[config.mk]
export PLATFORM = sky130hd
export DESIGN_NAME = alu_operand_stage
export DESIGN_NICKNAME = d
export VERILOG_FILES = /design/src/rtl/alu_operand_stage.sv
export SDC_FILE = /design/constraint.sdc
export NUM_CORES = 1
export LEC_CHECK = 0
export CAP_MARGIN = 10
export CELL_PAD_IN_SITES_DETAIL_PLACEMENT = 0
export CELL_PAD_IN_SITES_GLOBAL_PLACEMENT = 1
export CORE_UTILIZATION = 34
export DETAILED_ROUTE_END_ITERATION = 8
export GPL_ROUTABILITY_DRIVEN = 0
export PLACE_DENSITY_LB_ADDON = 0.1
export SLEW_MARGIN = 30
export SYNTH_ARGS = -nofsm -noshare
export SYNTH_HDL_FRONTEND = slang
export SYNTH_SLANG_ARGS = --single-unit
export TNS_END_PERCENT = 5
[constraint.sdc]
create_clock -name i_clk -period 2.6 [get_ports i_clk]
set_input_delay 0.52 -clock i_clk [delete_from_list [all_inputs] [get_ports i_clk]]
set_output_delay 0.52 -clock i_clk [all_outputs]
set_load 0.02 [all_outputs]
[src/rtl/alu_operand_stage.sv]
// Operand staging in front of a combinational ALU: holds A/B/op/carry stable for a
// programmable settle time, then captures the ALU result and (optionally) its flags.
package alu_operand_stage_pkg;
    typedef enum logic [5:0] {
        ALU_ADD  = 6'd0,
        ALU_SUB  = 6'd1,
        ALU_AND  = 6'd2,
        ALU_OR   = 6'd3,
        ALU_XOR  = 6'd4,
        ALU_NOT  = 6'd5,
        ALU_PASS = 6'd6
    } alu_op_e;
endpackage

module alu_operand_stage
    import alu_operand_stage_pkg::*;
#(
    parameter int unsigned SETTLE_CYCLES = 1,
    parameter logic [3:0]  FLAG_INIT     = 4'h0
) (
    input  logic          i_clk,
    input  logic          i_rst,
    input  logic [15:0]   i_bus,
    input  logic          i_load_a,
    input  logic          i_load_b,
    input  logic          i_flag_load,
    input  alu_op_e       i_op,
    input  logic          i_use_carry,
    input  logic          i_flag_we,
    input  logic          i_start,
    output logic          o_ready,
    output alu_op_e       o_alu_ctrl,
    output logic [15:0]   o_alu_a,
    output logic [15:0]   o_alu_b,
    output logic          o_alu_carry,
    input  logic [15:0]   i_alu_data,
    input  logic [3:0]    i_alu_flag,
    output logic [15:0]   o_result,
    output logic [3:0]    o_flag,
    output logic          o_done
);

    typedef enum logic [1:0] {
        ST_IDLE = 2'd0,
        ST_EXEC = 2'd1,
        ST_DONE = 2'd2
    } state_e;

    localparam logic [3:0] CNT_LOAD = 4'(SETTLE_CYCLES - 32'd1);

    state_e      state_r;
    state_e      state_next_s;
    logic [3:0]  cnt_r;
    logic [15:0] a_r;
    logic [15:0] b_r;
    logic [15:0] result_r;
    logic [3:0]  flag_r;
    alu_op_e     op_r;
    logic        carry_r;
    logic        flag_we_r;
    logic        ready_r;
    logic        done_r;
    logic        idle_s;
    logic        start_s;
    logic        capture_s;

    // Decode the current state into the enables used by the datapath registers
    always_comb begin
        idle_s    = (state_r == ST_IDLE);
        start_s   = idle_s & i_start;
        capture_s = (state_r == ST_EXEC) && (cnt_r == 4'd0);
    end

    // Next-state logic for the IDLE -> EXEC -> DONE sequence
    always_comb begin
        state_next_s = state_r;
        case (state_r)
            ST_IDLE: begin
                if (i_start) begin
                    state_next_s = ST_EXEC;
                end else begin
                    state_next_s = ST_IDLE;
                end
            end
            ST_EXEC: begin
                if (cnt_r == 4'd0) begin
                    state_next_s = ST_DONE;
                end else begin
                    state_next_s = ST_EXEC;
                end
            end
            ST_DONE: state_next_s = ST_IDLE;
            default: state_next_s = ST_IDLE;
        endcase
    end

    // State register
    always_ff @(posedge i_clk or posedge i_rst) begin
        if (i_rst) begin
            state_r <= ST_IDLE;
        end else begin
            state_r <= state_next_s;
        end
    end

    // Registered status outputs; done tracks the single DONE cycle
    always_ff @(posedge i_clk or posedge i_rst) begin
        if (i_rst) begin
            ready_r <= 1'b1;
            done_r  <= 1'b0;
        end else begin
            ready_r <= (state_next_s == ST_IDLE);
            done_r  <= capture_s;
        end
    end

    // Operand registers, writable only while idle
    always_ff @(posedge i_clk or posedge i_rst) begin
        if (i_rst) begin
            a_r <= 16'h0000;
            b_r <= 16'h0000;
        end else if (idle_s) begin
            if (i_load_a) begin
                a_r <= i_bus;
            end
            if (i_load_b) begin
                b_r <= i_bus;
            end
        end
    end

    // Issue registers and settle counter; carry samples the flag value before any same-cycle load
    always_ff @(posedge i_clk or posedge i_rst) begin
        if (i_rst) begin
            op_r      <= ALU_ADD;
            flag_we_r <= 1'b0;
            carry_r   <= 1'b0;
            cnt_r     <= 4'd0;
        end else if (start_s) begin
            op_r      <= i_op;
            flag_we_r <= i_flag_we;
            carry_r   <= i_use_carry & flag_r[3];
            cnt_r     <= CNT_LOAD;
        end else if ((state_r == ST_EXEC) && (cnt_r != 4'd0)) begin
            cnt_r <= cnt_r - 4'd1;
        end
    end

    // Result and flag capture; flags are stored exactly as the ALU or bus supplies them
    always_ff @(posedge i_clk or posedge i_rst) begin
        if (i_rst) begin
            result_r <= 16'h0000;
            flag_r   <= FLAG_INIT;
        end else if (capture_s) begin
            result_r <= i_alu_data;
            if (flag_we_r) begin
                flag_r <= i_alu_flag;
            end
        end else if (idle_s && i_flag_load) begin
            flag_r <= i_bus[3:0];
        end
    end

    assign o_ready     = ready_r;
    assign o_done      = done_r;
    assign o_alu_ctrl  = op_r;
    assign o_alu_a     = a_r;
    assign o_alu_b     = b_r;
    assign o_alu_carry = carry_r;
    assign o_result    = result_r;
    assign o_flag      = flag_r;

endmodule

==> summary.txt <==
Outcome
  – Status: complete, no violations

Critical path
  – Worst path bufs/invs: 1
  – FF-to-FF path depth: 6
  – Sequence of cells on the critical path: clkdlybuf4s50_1
  – Slowest stage delay, CP: 0.59 ns
  – Reg-to-reg startpoint: cnt_r[0]
  – CP Max Fanout: 1
  – Critical Path AT: 1.43 ns
  – CP Launch Type: flop
  – CP delay by family, top: buffers and inverters
  – WP data required: 2.08 ns
  – Crit-path slowest cell: clkdlybuf4s50_1
  – R2r endpoint: o_flag[0]
  – CP endpoint kind: output port
  – Flop2flop setup slack: 0.79 ns
  – Kind of critical path: reg2out

Power and ir drop
  – Peak VDD IR: 0.403 mV
  – PD cells: 904 mW/mm^2
  – Static leakage: 0.00177 uW
  – Post-route total power: 3750 uW

Yosys
  – Sequential fraction of the synthesis area: 62.4%
  – Largest family of logic cells by synthesized area: multiplexers
  – Adder-Cell Fraction of Synth Area: 0.459%
  – Synth top area cells: dfrtp_1 61%, mux2_2 19%, mux2_4 5.0%, buf_6 1.7%, inv_1 1.4%
  – Synth top area share: 61.4%
  – Syn. warnings: 0
  – Synth Area in XOR/XNOR: 0%
  – Number of enable flip-flop cells after synthesis: 0
  – Synth Area in Compound Gates: 3.76%
  – Post-synth top flop: dfrtp_1
  – Syn nets: 229
  – Mapped Area: 0.00273 sq mm
  – Avg Cell Area, Syn: 15.3 sq um
  – #FFs+latches synth: 68
  – Portion of netlist area occupied by mux cells: 24.3%
  – Top cells by count, synth: 67 x dfrtp_1, 45 x mux2_2, 10 x inv_1
  – Synth cell types: 30
  – Post-synth top area cell: dfrtp_1
  – Cell with the most instances after synthesis: dfrtp_1
  – Simple-gate share of the synthesized area: 5.69%
  – Syn Inst Count: 178
  – Ys async rst share: 100%

Cells and area
  – Design Area, Final: 0.00415 sq mm
  – Post-layout util: 53.7%
  – Antenna Cells: 0
  – Area Growth Syn to Fin: 52.0%
  – Share of cells above drive strength 1: 26.6%
  – Nets: 351
  – Fill count: 682

Timing
  – Setup TNS: 0 ns
  – Final period utilization: 74.9%
  – Fin crit period: 1.95 ns
  – Fmax: 514 MHz
  – Final worst slack: 0.653 ns
  – Worst Max-Slew Pin Slew: 0.497 ns
  – RSZ-0062 raised after global routing: false
  – Final Hold Vio Count: 0
  – Final Slew Violations: 0
  – Rel. slew slack: 66.8%
  – Clock skew: 0.00723 ns
  – Setup violators final: 0

GRT
  – Vias in the first global route: 1890
  – Initial antenna violation count: 0
  – First-pass GRT wire length: 9.54 mm
  – Pin count of the biggest net entering global routing: 25
  – Gr usage total: 14.7%
  – GRT overflow: 0

Clocking
  – CTS tree: built
  – Clk pin slew, worst setup/hold paths: 0.07 ns
  – Clock latency on the worst-skew pair: 0.33 ns
  – CTS root buf: clkbuf_8
  – Post-CTS resize count: 0
  – Postcts setup bufs: 0
  – CTS max path bufs: 2
  – CTS Hold Buffers Added: 0
  – H-tree levels: 3
  – Clk sink count: 68
  – Cts bufs inserted: 9

Route
  – DR DRC count: 0
  – Pre-Repair DR Iteration Count: 4
  – Via count: 1867
  – Vias per cell: 4.59
  – Post-route antenna net violation count: 0
  – Drt wl/cell: 14.6 microns
  – DRT iter0 DRCs: 46
  – Wirelength, routed: 5.95 mm

Worst hold path
  – Worst Hold Path Cells: 2
  – Hold_sp: o_alu_carry
  – Worst min path class: reg2reg
  – Min-Delay Endpoint: o_alu_carry

Flow run
  – Max Cap Viol: 0

Die
  – Die height: 91.6 microns
  – Initial Utilization: 35.3%
  – FP Rows: 32
  – Core area: 0.00773 sq mm
  – Die area: 0.00839 sq mm
  – DIE WIDTH: 91.6 microns
  – Top-Level Pins: 111

Placed design
  – Port Buffers: 110
  – Detailed Place HPWL: 4.45 mm
  – Cell Area, Placed: 0.00396 sq mm
  – Place WS: 0.563 ns
==> area by class of cell <==
type	count	area (sq um)	area share [%]
flip-flops and latches	68	1700	41.0
repair buffers	117	1150	27.8
multi-input cells	94	933	22.5
clock buffers	12	145	3.50
well taps	102	128	3.08
clock inverters	4	48.8	1.18
inverters	10	37.5	0.905
==> how the worst max path moves through the flow <==
stage               startpoint         end  slack [ns]  cells after the start
floorplan                i_rst    cnt_r[0]        0.37                      1
global placement      i_load_b  o_alu_b[5]        0.60                      4
detailed placement    i_load_a  o_alu_a[4]        0.56                      4
CTS                    o_ready     o_ready        0.63                      1
global route           o_ready     o_ready        0.61                      1
finish                 o_ready     o_ready        0.65                      1
==> metal layers <==
layer | vias to the layer above | global-route usage, % | wire length (microns)
met5 | - | 0 | 0
met4 | 0 | 6.35 | 85
met3 | 9 | 4.69 | 466
met2 | 82 | 20.3 | 2540
met1 | 909 | 21.1 | 2870
li1 | 867 | - | -
==> cells by family (layout without fill, tap and decap cells) <==
family / after synthesis / count (layout)
AOI/OAI and AO/OA: 14 / 14
adders and majority gates: 1 / 1
buffers and inverters: 16 / 143
DFF: 68 / 68
muxes: 56 / 56
and+or+nand+nor: 23 / 23
==> flip-flops by register name (all words and copies together) (netlist names) <==
name	cells
o_alu_ctrl	6
o_flag	4
o_alu_b	16
cnt_r	4
state_r	2
o_alu_a	16
o_alu_carry	1
o_result	16
o_ready	1
flag_we_r	1
o_done	1
==> metrics by stage <==
stage | hold WS, ns | cells
after floorplan | 0.483 | 178
after global placement | 0.478 | 391
after detailed placement | 0.486 | 391
after CTS | 0.507 | 407
after global routing | 0.530 | 407
final | 0.494 | 407
==> report_power, final <==
part / internal [uW] / total [uW] / switching (uW)
registers: 1340 / 1490 / 158
logic: 787 / 1420 / 628
clock network: 469 / 842 / 373
==> placed cells by master (no fill, tap or decap), types with 2 or more instances in the layout <==
cell type / instances
clkinv_2: 2
clkbuf_1: 2
mux2_4: 9
o21ai_0: 4
nor2_1: 5
mux2_2: 45
and2_1: 2
inv_1: 9
dfrtp_1: 67
clkdlybuf4s50_1: 110
clkbuf_8: 10
buf_4: 7
nor2b_1: 5
nand2_1: 3
a221oi_1: 4
Note: power is estimated with default switching activity, not from simulation.
==> RTL change, RTL diff (config.mk and constraints unchanged) <==
Re-encode `state_e` (3 states) as one-hot, 3 bits wide.
--- a/src/rtl/alu_operand_stage.sv
+++ b/src/rtl/alu_operand_stage.sv
@@ -42,6 +42,6 @@
 
-    typedef enum logic [1:0] {
-        ST_IDLE = 2'd0,
-        ST_EXEC = 2'd1,
-        ST_DONE = 2'd2
+    typedef enum logic [2:0] {
+        ST_IDLE = 3'b001,
+        ST_EXEC = 3'b010,
+        ST_DONE = 3'b100
     } state_e;
Formal check against the unedited RTL: same outputs for any inputs over 10 cycles, from zero or initial values and one cycle with i_rst high; not proved beyond that.
==> RTL change against the unedited design <==
  * Synthesized area rose by 1.2%
  * Setup slack lost 0.069 ns
  * Combinational power increased by 99%
  * Total power is 52% higher
  * Count of clock-buffer cells in the layout down 2
  * Global-route usage fell by 0.22 points
  * Sequential cell count is the same
  * Cell area is 1.4% higher
  * Critical endpoint is now o_done
  * Largest cell class unchanged
  * Wire length decreased by 3.4%
  * Non-clock buffer count unchanged
  * Clock skew is essentially flat
  * Sequential power is 28% higher
  * Clock power up 15%
==> RTL change: results (changes against the unedited design) <==
----------------------------------------------------
[Route]
  Sum of routed wire segments on met1 ... 2.65 mm (-7.6%)
  Ratio of routed vias to standard cells ... 4.56 (-0.68%)
  Number of DRC violations after detailed-routing iteration 0 ... 49 (+6.5%)
  Met3 layer wire length in the routed design ... 384 um (-18%)

[Run status]
  Status ... completed

[Global routing]
  Number of global-route vias before repair ... 1906 (+0.85%)
  First-pass GRT wire length ... 9.55 mm (+0.15%)
  Met1 global-route usage ... 0.196 (-0.0144)

[Critical path]
  Maximum single-stage delay on the critical path ... 0.66 ns (+0.07 ns)
  Endpoint of the lowest-slack register-to-register path ... o_result[9]
  Setup crit end ... o_done
  Arrival time reported for the critical path endpoint ... 1.50 ns (+0.07 ns)
  Worst-path fanout max ... 9 (+8)

[Placement]
  Sum of net half-perimeters after detailed placement ... 4.27 mm (-3.9%)
  Total instance count after detailed placement ... 387 (-1.0%)
  Worst setup timing slack at the placement stage ... 0.722 ns (+0.159 ns)

[Pwr]
  Maximum vdd ir drop ... 0.557 mV (+38%)
  Power consumed by the clock network ... 0.965 mW (+15%)
  Static power due to leakage ... 1.80 nW (+1.8%)

[Yosys]
  Sequential fraction of the synthesis area ... 0.617 (-0.00718)
  Mean instance size in the synthesized netlist ... 15.7 um2 (+2.4%)
  Top cells by instance count after synthesis ... sky130_fd_sc_hd__dfrtp_1 (66), sky130_fd_sc_hd__mux2_2 (46), sky130_fd_sc_hd__mux2_4 (9)
  Main area contributors after synthesis ... sky130_fd_sc_hd__dfrtp_1 (60%), sky130_fd_sc_hd__mux2_2 (19%), sky130_fd_sc_hd__mux2_4 (4.9%), sky130_fd_sc_hd__dfstp_2 (1.9%), sky130_fd_sc_hd__nand2b_1 (1.8%)
  Adder and majority cell fraction of the synthesized area ... 0.00453 (-0.0000561)

[Cells and area]
  Area growth from synthesis to final layout ... 52.4%
  Fill cells ... 691 (+1.3%)
  Final cell count without fillers ... 403 (-0.98%)
  Share of cells above drive strength 1 ... 0.292 (+0.0268)

[Min path]
  Type of the worst min-delay path ... in -> async

[Timing]
  Worst path setup slack after routing ... 0.584 ns (-0.0687 ns)
  Hold slack final ... 0.478 ns (-0.0158 ns)

----------------------------------------------------
[RTL change: cell count changes after synthesis, moves of 2 or more]
cell / delta
sky130_fd_sc_hd__and2_1: -2
sky130_fd_sc_hd__nor2b_1: -5
sky130_fd_sc_hd__a221oi_1: -4
sky130_fd_sc_hd__and3_1: +2
sky130_fd_sc_hd__o21ai_0: -2
sky130_fd_sc_hd__nor2_1: -4
sky130_fd_sc_hd__mux2i_1: +2
sky130_fd_sc_hd__inv_1: -6
sky130_fd_sc_hd__o221a_2: +4
sky130_fd_sc_hd__nand2b_1: +8
sky130_fd_sc_hd__nand2_1: +4
[RTL change: area by class of cell]
cell class,instances,area share
flip-flops and latches,68,0.405
well taps,102,0.0303
clock buffers,10,0.0327
clock inverters,6,0.0208
repair buffers,117,0.277
inverters,4,0.00357
multi-input cells,96,0.231
